## config.mk

```make
export PLATFORM = sky130hd
export DESIGN_NAME = march_bist_controller
export DESIGN_NICKNAME = d
export VERILOG_FILES = /design/src/rtl/march_pkg.sv /design/src/rtl/march_comparator.sv /design/src/rtl/march_bist_controller.sv
export SDC_FILE = /design/constraint.sdc
export NUM_CORES = 1
export LEC_CHECK = 0
export BUFFER_PORTS_ARGS = -buffer_cell sky130_fd_sc_hd__buf_2
export CORE_AREA = 2 2 56 58
export CTS_CLUSTER_SIZE = 8
export DETAILED_ROUTE_END_ITERATION = 10
export DIE_AREA = 0 0 58 60
export GPL_TIMING_DRIVEN = 0
export PLACE_DENSITY = 0.79
export SLEW_MARGIN = 20
export SYNTH_ARGS = -nofsm -noshare
export SYNTH_HDL_FRONTEND = slang
export SYNTH_HIERARCHICAL = 1
export SYNTH_SLANG_ARGS = --single-unit
```

## constraint.sdc

```tcl
create_clock -name clk -period 6.5 [get_ports clk]
set_clock_uncertainty 0.05 [all_clocks]
set_input_delay 0.325 -clock clk [delete_from_list [all_inputs] [get_ports clk]]
set_output_delay 0.325 -clock clk [all_outputs]
set_load 0.01 [all_outputs]
```

## src/rtl/march_pkg.sv

```systemverilog
// Shared definitions for the March C- BIST controller.
//   - element count and per-element sweep direction
//   - memory op encoding (R0, R1, W0, W1) and the element op-list table
//   - controller FSM state type
package march_pkg;

  localparam int NUM_ELEM = 6;
  localparam int MAX_OPS  = 2;

  localparam logic [2:0] LAST_ELEM = 3'(NUM_ELEM - 1);

  typedef enum logic [1:0] {
    OP_R0 = 2'd0,
    OP_R1 = 2'd1,
    OP_W0 = 2'd2,
    OP_W1 = 2'd3
  } march_op_e;

  typedef enum logic [2:0] {
    ST_IDLE  = 3'd0,
    ST_SETUP = 3'd1,
    ST_OP    = 3'd2,
    ST_DRAIN = 3'd3,
    ST_DONE  = 3'd4
  } march_state_e;

  // 1 = ascending sweep; only E3 and E4 sweep downwards.
  function automatic logic elem_up(input logic [2:0] elem);
    return (elem != 3'd3) && (elem != 3'd4);
  endfunction

  // Index of the last op in an element's list: E0 and E5 have one op,
  // the middle elements have a read followed by a write.
  function automatic logic elem_last_idx(input logic [2:0] elem);
    return (elem != 3'd0) && (elem != 3'd5);
  endfunction

  // Element op-list table:
  //   E0 (w0); E1 (r0,w1); E2 (r1,w0); E3 (r0,w1); E4 (r1,w0); E5 (r0)
  function automatic march_op_e elem_op(input logic [2:0] elem, input logic idx);
    march_op_e op;
    op = OP_R0;
    case (elem)
      3'd0:    op = OP_W0;
      3'd1:    op = idx ? OP_W1 : OP_R0;
      3'd2:    op = idx ? OP_W0 : OP_R1;
      3'd3:    op = idx ? OP_W1 : OP_R0;
      3'd4:    op = idx ? OP_W0 : OP_R1;
      default: op = OP_R0;
    endcase
    return op;
  endfunction

  function automatic logic op_is_read(input march_op_e op);
    return (op == OP_R0) || (op == OP_R1);
  endfunction

endpackage

```

## src/rtl/march_comparator.sv

```systemverilog
// Read-data checker for the March BIST.
//   - On i_rd_en, registers the expected pattern, address and element of the
//     read being issued; the following cycle compares it to i_rdata.
//   - o_fail is sticky; the first miscompare's address/element are captured
//     and held until i_clear (an accepted start).
// Ports:
//   clk, reset_n        clock, synchronous active-low reset
//   i_clear             clears fail and the capture
//   i_rd_en             read strobe issued this cycle
//   i_exp/i_addr/i_elem expected data, address and element of that read
//   i_rdata             memory read data (valid one cycle after i_rd_en)
//   o_fail, o_fail_addr, o_fail_elem   sticky fail and first-fail capture
module march_comparator #(
  parameter int A_WIDTH = 4,
  parameter int D_WIDTH = 8
) (
  input  logic               clk,
  input  logic               reset_n,
  input  logic               i_clear,
  input  logic               i_rd_en,
  input  logic [D_WIDTH-1:0] i_exp,
  input  logic [A_WIDTH-1:0] i_addr,
  input  logic [2:0]         i_elem,
  input  logic [D_WIDTH-1:0] i_rdata,
  output logic               o_fail,
  output logic [A_WIDTH-1:0] o_fail_addr,
  output logic [2:0]         o_fail_elem
);

  logic [D_WIDTH-1:0] r_exp_p0;
  logic [A_WIDTH-1:0] r_addr_p0;
  logic [2:0]         r_elem_p0;
  logic               vld_p0;
  logic               w_miscmp;

  // Stage p0: remember what the outstanding read should return.
  always_ff @(posedge clk) begin
    if (i_rd_en) begin
      r_exp_p0  <= i_exp;
      r_addr_p0 <= i_addr;
      r_elem_p0 <= i_elem;
    end
  end

  assign w_miscmp = vld_p0 && (i_rdata != r_exp_p0);

  // Stage p1: compare against returned data; only the first miscompare is kept.
  always_ff @(posedge clk) begin
    if (!reset_n) begin
      vld_p0      <= 1'b0;
      o_fail      <= 1'b0;
      o_fail_addr <= '0;
      o_fail_elem <= '0;
    end else begin
      vld_p0 <= i_rd_en;
      if (i_clear) begin
        o_fail      <= 1'b0;
        o_fail_addr <= '0;
        o_fail_elem <= '0;
      end else if (w_miscmp && !o_fail) begin
        o_fail      <= 1'b1;
        o_fail_addr <= r_addr_p0;
        o_fail_elem <= r_elem_p0;
      end
    end
  end

endmodule

```

## src/rtl/march_bist_controller.sv

```systemverilog
// March C- BIST sequencer.
//   Walks the six March C- elements over an N = 2**A_WIDTH word memory,
//   steering an external address generator and issuing one read or write
//   per cycle; read data is checked by march_comparator.
// Ports:
//   clk, reset_n            clock, synchronous active-low reset
//   start                   begin a test (accepted only when idle)
//   busy, done              test in progress / one-cycle completion pulse
//   fail, fail_addr/elem    sticky result and first-miscompare capture
//   ag_clear/preset/en/up_down   address generator control
//   ag_address, ag_carry    generator address and end-of-sweep pulse
//   mem_addr/we/re/wdata    memory port (mem_addr follows ag_address)
//   mem_rdata               memory read data, one cycle after mem_re
module march_bist_controller
  import march_pkg::*;
#(
  parameter int A_WIDTH = 4,
  parameter int D_WIDTH = 8
) (
  input  logic               clk,
  input  logic               reset_n,
  input  logic               start,
  output logic               busy,
  output logic               done,
  output logic               fail,
  output logic [A_WIDTH-1:0] fail_addr,
  output logic [2:0]         fail_elem,
  output logic               ag_clear,
  output logic               ag_preset,
  output logic               ag_en,
  output logic               ag_up_down,
  input  logic [A_WIDTH-1:0] ag_address,
  input  logic               ag_carry,
  output logic [A_WIDTH-1:0] mem_addr,
  output logic               mem_we,
  output logic               mem_re,
  output logic [D_WIDTH-1:0] mem_wdata,
  input  logic [D_WIDTH-1:0] mem_rdata
);

  march_state_e r_state, w_state_nxt;
  logic [2:0]   r_elem, w_elem_nxt;
  logic         r_op_idx, w_op_idx_nxt;
  march_op_e    w_op;
  logic         w_last_op;
  logic         w_start_acc;
  logic         w_dir_up;

  assign w_op      = elem_op(r_elem, r_op_idx);
  assign w_last_op = (r_op_idx == elem_last_idx(r_elem));
  assign w_dir_up  = elem_up(r_elem);
  assign mem_addr  = ag_address;

  always_ff @(posedge clk) begin
    if (!reset_n) begin
      r_state  <= ST_IDLE;
      r_elem   <= '0;
      r_op_idx <= 1'b0;
    end else begin
      r_state  <= w_state_nxt;
      r_elem   <= w_elem_nxt;
      r_op_idx <= w_op_idx_nxt;
    end
  end

  always_comb begin
    w_state_nxt  = r_state;
    w_elem_nxt   = r_elem;
    w_op_idx_nxt = r_op_idx;
    w_start_acc  = 1'b0;
    busy         = 1'b0;
    done         = 1'b0;
    ag_clear     = 1'b0;
    ag_preset    = 1'b0;
    ag_en        = 1'b0;
    ag_up_down   = 1'b1;
    mem_we       = 1'b0;
    mem_re       = 1'b0;
    mem_wdata    = '0;
    case (r_state)
      ST_IDLE: begin
        // Hold the generator at address 0 while waiting.
        ag_clear = 1'b1;
        if (start) begin
          w_start_acc  = 1'b1;
          w_state_nxt  = ST_SETUP;
          w_elem_nxt   = '0;
          w_op_idx_nxt = 1'b0;
        end
      end
      ST_SETUP: begin
        // Load the sweep start address: 0 for up, all-ones for down.
        busy         = 1'b1;
        ag_up_down   = w_dir_up;
        ag_clear     = w_dir_up;
        ag_preset    = !w_dir_up;
        w_op_idx_nxt = 1'b0;
        w_state_nxt  = ST_OP;
      end
      ST_OP: begin
        busy       = 1'b1;
        ag_up_down = w_dir_up;
        mem_re     = op_is_read(w_op);
        mem_we     = !op_is_read(w_op);
        mem_wdata  = {D_WIDTH{w_op == OP_W1}};
        if (w_last_op) begin
          w_op_idx_nxt = 1'b0;
          if (ag_carry) begin
            // End of sweep: advance without stepping, so the address never wraps.
            if (r_elem == LAST_ELEM) begin
              w_state_nxt = ST_DRAIN;
            end else begin
              w_elem_nxt  = r_elem + 3'd1;
              w_state_nxt = ST_SETUP;
            end
          end else begin
            ag_en = 1'b1;
          end
        end else begin
          w_op_idx_nxt = 1'b1;
        end
      end
      ST_DRAIN: begin
        // Gives the comparator one cycle to check the final read.
        busy        = 1'b1;
        w_state_nxt = ST_DONE;
      end
      ST_DONE: begin
        done        = 1'b1;
        w_state_nxt = ST_IDLE;
      end
      default: begin
        w_state_nxt = ST_IDLE;
      end
    endcase
  end

  march_comparator #(
    .A_WIDTH (A_WIDTH),
    .D_WIDTH (D_WIDTH)
  ) u_cmp (
    .clk         (clk),
    .reset_n     (reset_n),
    .i_clear     (w_start_acc),
    .i_rd_en     (mem_re),
    .i_exp       ({D_WIDTH{w_op == OP_R1}}),
    .i_addr      (ag_address),
    .i_elem      (r_elem),
    .i_rdata     (mem_rdata),
    .o_fail      (fail),
    .o_fail_addr (fail_addr),
    .o_fail_elem (fail_elem)
  );

endmodule
```

==> summary.txt, run 1 <==
Setup path
  – Reg-to-Reg Start: r_elem[0]
  – Crit-path max cell delay: 0.60 ns
  – Crit path kind: reg2out
  – Critical Path AT: 2.50 ns
  – CP Capture Type: output pin
  – Critical path buffers and inverters: 2
  – Maximum net fanout on the critical path: 17
  – Crit path cell chain: inv_1, ha_1, o21a_1, o21ai_0, nand2_1, nor2_2, buf_2
  – CP Launch Type: register
  – Reg2Reg Setup Slack: 4.16 ns
  – Worst-path cell with the longest stage delay: nor2_2
  – R2R cell count: 6
  – Critical Path RT: 6.12 ns
  – Largest delay share family, worst path: simple AND/OR/NAND/NOR gates
  – Worst r2r dst: u_cmp/r_exp_p0[3]

Die
  – Initial Util: 53.8%
  – Core area: 2900 um^2
  – Die H: 60 um
  – Die area: 3480 um^2
  – Die W: 58 um
  – IO Pins: 44
  – Row cnt: 20

Timing
  – RSZ-0062 raised after global routing: false
  – Highest clock rate: 347 MHz
  – Min cycle time layout: 2.88 ns
  – Tcrit/Tclk final: 44.3%
  – Final setup violation count: 0
  – Slew Limit Fails: 0
  – TNS Setup: 0 ns
  – Fin. Hold Viols: 0
  – Slew HR: 49.2%
  – Worst slew pin tran: 0.760 ns

Drt
  – Number of vias per cell: 5.13
  – # DRC: 0
  – WL/cell: 11.8 um
  – TritonRoute pass-1 iters: 4
  – Via count: 1190
  – DRT antenna net count: 0
  – Iteration-0 DRC Markers: 30
  – Final WL: 2740 um

Logic synthesis
  – Synth Area in Simple Gates: 18.3%
  – Synth cell types: 37
  – Syn nets: 169
  – Syn Std Cell Area: 1560 um^2
  – Synthesized area per cell: 10.6 um^2
  – Ys Warns: 6
  – Async set or reset register ratio after synthesis: 0%
  – Sequential share of the synthesized area: 49.3%
  – Syn Inst Count: 148
  – Top cell type's share of synthesized area: 28.8%
  – Main synth FF type: dfxtp_1
  – Synth Area in Adders: 4.00%
  – Commonest cells in the netlist: nand2_1 (18), dfxtp_1 (16), edfxtp_1 (15)
  – Xor/xnor share of the synthesized area: 5.04%
  – Synth Register Bits: 31
  – Top cells by area, synth: edfxtp_1 (29%), dfxtp_1 (20%), buf_4 (5.3%)
  – Post-synthesis mux area share: 5.12%
  – Most numerous cell in the Yosys netlist: nand2_1
  – Compound-gate portion of the synthesized area: 10.2%
  – Post-synth EDFFs: 15
  – Area leader, netlist: edfxtp_1
  – Largest family of logic cells by synthesized area: simple AND/OR/NAND/NOR gates

Layout
  – Final nets: 219
  – Antenna Cells: 0
  – Area growth from synthesis to layout: 22.1%
  – Share of cells above drive strength 1: 36.2%

Power
  – P_sw: 0.0815 mW
  – Leakage: 0.769 nW
  – VDD IR max: 0.000243 V
  – Final Power: 0.391 mW
  – Cell Pwr Density: 205 nW/um^2
  – Sequential power share: 52.5%
  – Clock share of power: 39.2%
  – Sw Ratio: 20.8%
  – Internal Power: 0.309 mW
  – Comb power frac: 8.3%

Hold path
  – Cell depth of the worst hold path: 1
  – Hold Path End: u_cmp/r_addr_p0[1]
  – Min-delay src: ag_address[1]
  – Min-Delay Path Class: in2reg

Clock tree
  – Clock transition at path regs: 0.09 ns
  – Post-CTS Repair Setup Buffers: 0
  – Clk Tree Root Cell: clkbuf_4
  – Bufs on Longest Clock Path: 2
  – Total clock sinks: 31
  – Clock Latency Late Sink: 0.32 ns
  – Post-CTS Resized: 0
  – Num CTS Buffers: 5
  – Clock tree from TritonCTS: yes
  – CTS Hold Buffers Added: 0
  – # H-tree levels: 2

GRT
  – Via count of the first global-routing pass: 1050
  – First-pass GRT wire length: 4480 um
  – Total gr overflow: 0
  – Gr usage total: 17.5%
  – Largest net degree at the start of global routing: 18
  – Initial antenna violation count: 0

Placement
  – DP Wirelength: 2110 um
  – Routability cong.: 0.780
  – Port-buffer cells: 43

Status
  – Run status: completed

Flow run
  – # Max-Cap Violations: 0
## stage by stage
step | instance area (um^2) | utilization [%] | instances | setup slack, ns | hold slack, ns
after floorplan | 1560 | - | 148 | 4.17 | 0.374
after global placement | 1820 | 62.7 | 224 | 3.78 | 0.388
after detailed placement | 1820 | 62.8 | 224 | 4.01 | 0.395
after CTS | 1910 | 65.7 | 232 | 3.63 | 0.117
after global routing | 1910 | 65.7 | 232 | 3.45 | 0.102
final | 1910 | 65.7 | 232 | 3.62 | 0.139
## layout make-up
class,count,area [um^2]
Buffer,16,105
Clock buffer,6,51.3
Clock inverter,2,35.0
Fill cell,243,995
Inverter,5,18.8
Multi-Input combinational cell,96,671
Sequential cell,31,771
Tap cell,33,41.3
Timing Repair Buffer,43,215
## kinds of logic (layout without fill, tap and decap cells)
| family | after synthesis | in the layout |
|---|---|---|
| XOR/XNOR | 9 | 9 |
| multiplexers | 8 | 8 |
| adder cells (fa/ha/maj) | 5 | 5 |
| buffers and inverters | 21 | 72 |
| AND/OR/NAND/NOR | 53 | 53 |
| AO/OA/AOI/OAI | 21 | 21 |
| flip-flops | 31 | 31 |
## per-layer routing
| metal | share of wire (%) | wire, um | GRT usage (%) | up-vias |
|---|---|---|---|---|
| met2 | 50 | 1360 | 30.0 | 33 |
| met1 | 42 | 1160 | 19.7 | 541 |
| met5 | 0 | 0 | 0 | - |
| li1 | - | - | - | 610 |
| met4 | 1.3 | 35 | 5.98 | 0 |
| met3 | 6.8 | 185 | 7.36 | 6 |
## power groups by stage
stage	Combinational (mW)	Clock, mW	Sequential [mW]
final	0.0325	0.153	0.205
after global routing	0.0362	0.171	0.205
after CTS	0.0327	0.159	0.205
after detailed placement	0.0325	0	0.210
after global placement	0.0310	0	0.210
after floorplan	0.0203	0	0.209
## state kept, by name, indices dropped and copies added, names as in the netlist
name and cells:
u_cmp/o_fail_addr 4, u_cmp/r_elem_p0 3, r_op_idx 1, u_cmp/r_addr_p0 4, u_cmp/o_fail_elem 3, u_cmp/o_fail 1, u_cmp/r_exp_p0 8, u_cmp/vld_p0 1
r_state 3, r_elem 3
## worst reg2reg max path, stage by stage (launching register included)
cell and delay, ns:
dfxtp_1 0.46, inv_1 0.10, ha_1 0.24, o21a_1 0.17, o21ai_0 0.25, nand2_1 0.10, nor2_2 0.60
## layout by cell type, fill, tap and decap left out, drive strengths merged, types with 3 or more instances in the layout
cell type	instances
a211oi	3
a21oi	6
and2	4
buf	57
clkbuf	8
dfxtp	16
edfxtp	15
ha	5
inv	5
mux2i	8
nand2	18
nand2b	5
nor2	7
nor2b	5
nor3b	4
xor2	8
## worst max-delay path by stage
stage	from	to	slack (ns)	depth (start not counted)
after floorplan	r_elem[0]	u_cmp/r_addr_p0[0]	4.17	6
after detailed placement	r_elem[0]	mem_re	4.01	7
after CTS	r_elem[0]	mem_re	3.63	7
final	r_elem[0]	mem_re	3.62	7
after global placement	r_elem[0]	mem_re	3.78	7
after global routing	r_elem[0]	mem_re	3.45	7
Note: power is estimated with default switching activity, not from simulation.
==> run 2: changes to the inputs <==
--- a/config.mk
+++ b/config.mk
@@ -6,12 +6,12 @@
 export NUM_CORES = 1
 export LEC_CHECK = 0
 export BUFFER_PORTS_ARGS = -buffer_cell sky130_fd_sc_hd__buf_2
-export CORE_AREA = 2 2 56 58
+export CORE_AREA = 2 2 58 60
 export CTS_CLUSTER_SIZE = 8
 export DETAILED_ROUTE_END_ITERATION = 10
-export DIE_AREA = 0 0 58 60
+export DIE_AREA = 0 0 60 62
 export GPL_TIMING_DRIVEN = 0
-export PLACE_DENSITY = 0.79
+export PLACE_DENSITY = 0.74
 export SLEW_MARGIN = 20
 export SYNTH_ARGS = -nofsm -noshare
 export SYNTH_HDL_FRONTEND = slang
==> constraint.sdc (replaced) <==
create_clock -name clk -period 2.9 [get_ports clk]
set_clock_uncertainty 0.05 [all_clocks]
set_input_delay 0.145 -clock clk [delete_from_list [all_inputs] [get_ports clk]]
set_output_delay 0.145 -clock clk [all_outputs]
set_load 0.01 [all_outputs]
==> summary.txt, run 2 (synthesis results as in run 1) <==
Die
  – IO Pins: 44 (unchanged)
  – Die W: 60 um (+3.4%)
  – Die H: 62 um (+3.3%)
  – Initial Util: 49.2% (-4.7 points)
  – Die area: 3720 um^2 (+6.9%)
  – Row cnt: 21 (+5.0%)
  – Core area: 3180 um^2 (+9.5%)

Clock tree
  – Num CTS Buffers: 5 (unchanged)
  – Bufs on Longest Clock Path: 2 (unchanged)
  – Clock tree from TritonCTS: yes
  – Clock transition at path regs: 0.10 ns (about the same)
  – Clock Latency Late Sink: 0.33 ns (about the same)
  – Total clock sinks: 31 (unchanged)
  – Clk Tree Root Cell: clkbuf_4
  – # H-tree levels: 2 (unchanged)

Setup path
  – Maximum net fanout on the critical path: 17 (unchanged)
  – Critical Path AT: 2.23 ns (-0.27 ns)
  – Critical Path RT: 2.71 ns (-3.41 ns)
  – CP Launch Type: register
  – Worst r2r dst: u_cmp/r_exp_p0[4]
  – R2R cell count: 6 (unchanged)
  – Reg2Reg Setup Slack: 0.82 ns (-3.34 ns)
  – Crit path kind: reg2out
  – CP Capture Type: output pin
  – Reg-to-Reg Start: r_elem[0]

Flow run
  – # Max-Cap Violations: 0 (unchanged)

Layout
  – Biggest regs: u_cmp/r_exp_p0 x8, u_cmp/o_fail_addr x4, u_cmp/r_addr_p0 x4
  – Most frequent cells in the layout: buf_2 (46), nand2_1 (18), dfxtp_1 (16), edfxtp_1 (15), buf_4 (11)
  – Filler instances: 275 (+13%)
  – Area growth from synthesis to layout: 25.4%
  – Antenna Cells: 0 (unchanged)
  – Max reg flops: 8 (unchanged)
  – Final nets: 223 (+1.8%)
  – Biggest register: u_cmp/r_exp_p0
  – Share of cells above drive strength 1: 35.5% (-0.71 points)
  – Most common cell after layout, fill and taps aside: buf_2

Timing
  – Highest clock rate: 412 MHz
  – Fin. Hold Viols: 0 (unchanged)
  – Slew Limit Fails: 0 (unchanged)
  – Fin Hold WS: 0.0369 ns (-0.102 ns)
  – Tcrit/Tclk final: 83.7%
  – Worst slew pin tran: 0.467 ns (-0.294 ns)
  – Slew HR: 68.8% (+20 points)
  – RSZ-0062 raised after global routing: false
  – Worst setup margin: 0.471 ns (-3.15 ns)
  – TNS Setup: 0 ns (unchanged)
  – Final setup violation count: 0 (unchanged)
  – Min cycle time layout: 2.43 ns

GRT
  – Largest net degree at the start of global routing: 18 (unchanged)
  – Initial antenna violation count: 0 (unchanged)
  – First-pass GRT wire length: 4490 um (+0.29%)
  – Total gr overflow: 0 (unchanged)
  – Gr usage total: 17.0% (-0.55 points)
  – Via count of the first global-routing pass: 1060 (+0.95%)

Drt
  – Iteration-0 DRC Markers: 65 (+120%)
  – Number of vias per cell: 4.88 (-4.9%)
  – WL/cell: 11.8 um (-0.22%)
  – # DRC: 0 (unchanged)
  – TritonRoute pass-1 iters: 4 (unchanged)
  – Via count: 1215 (+2.1%)
  – Final WL: 2930 um (+7.1%)
  – DRT antenna net count: 0 (unchanged)

Hold path
  – Min-delay src: ag_carry
  – Hold Path End: r_state[1]
  – Min-Delay Path Class: in2reg
  – Cell depth of the worst hold path: 2 (+1)

Power
  – Cell Pwr Density: 428 nW/um^2 (+110%)
  – VDD IR max: 0.000349 V (+44%)
  – Leakage: 0.781 nW (+1.6%)

Placement
  – Pre-CTS setup slack: 0.554 ns (-3.46 ns)
  – Port-buffer cells: 43 (unchanged)
  – DP Wirelength: 2220 um (+5.6%)
  – Routability cong.: 0.779 (-0.17%)

Status
  – Run status: completed
==> run 2: final cells by class <==
class | instances | area, um^2 | share of cell area, %
sequential | 31 | 771 | 39.3
buffer | 16 | 105 | 5.36
clock buffer | 6 | 62.6 | 3.19
clock inverter | 2 | 13.8 | 0.702
multi-input combinational | 96 | 676 | 34.5
inverter | 5 | 18.8 | 0.958
tap | 46 | 57.6 | 2.94
timing repair buffer | 47 | 255 | 13.0
==> run 2: how the worst max path moves through the flow <==
stage | start | end | slack (ns)
3_5_place_dp | r_elem[0] | mem_re | 0.55
5_1_grt | r_elem[0] | mem_re | 0.22
2_1_floorplan | r_elem[0] | u_cmp/r_addr_p0[0] | 0.57
4_1_cts | r_elem[0] | mem_re | 0.18
3_3_place_gp | r_elem[0] | mem_re | 0.30
6_report | r_elem[0] | mem_re | 0.47
==> run 2: power by group <==
part	switching, mW	internal [mW]	total (mW)	leakage, nW
Sequential	0.00191	0.458	0.460	0.242
Clock	0.154	0.147	0.301	0.0434
Combinational	0.0420	0.0357	0.0777	0.496
Total	0.198	0.640	0.838	0.781
==> run 2: repair_timing <==
action                     in CTS  in global routing
resized for setup               0                  1
setup buffers                   0                  0
hold buffers                    4                  0
hold endpoints to repair        4                  0
setup endpoints to repair       0                  1
==> run 2: layer usage <==
| metal | global-route usage, % | wire [um] | part of all wire, % | vias up |
|---|---|---|---|---|
| li1 | - | - | - | 612 |
| met1 | 16.3 | 1150 | 39 | 570 |
| met2 | 32.8 | 1600 | 55 | 31 |
| met3 | 6.21 | 160 | 5.5 | 2 |
| met4 | 6.67 | 20 | 0.68 | 0 |
| met5 | 0 | 0 | 0 | - |
==> run 2: metrics by stage <==
stage	power, mW	util (%)	std cells	area, um^2
floorplan	0.515	-	148	1560
global placement	0.539	57.7	237	1840
detailed placement	0.543	57.8	237	1840
CTS	0.846	61.5	249	1950
global route	0.872	61.6	249	1960
finish	0.838	61.6	249	1960
==> run 2: critical path, cell delays in order (launching register included) <==
cell     delay [ns]
dfxtp_1        0.46
inv_1          0.10
ha_1           0.25
o21a_1         0.17
o21ai_0        0.20
nand2_1        0.12
nor2_4         0.39
buf_2          0.22
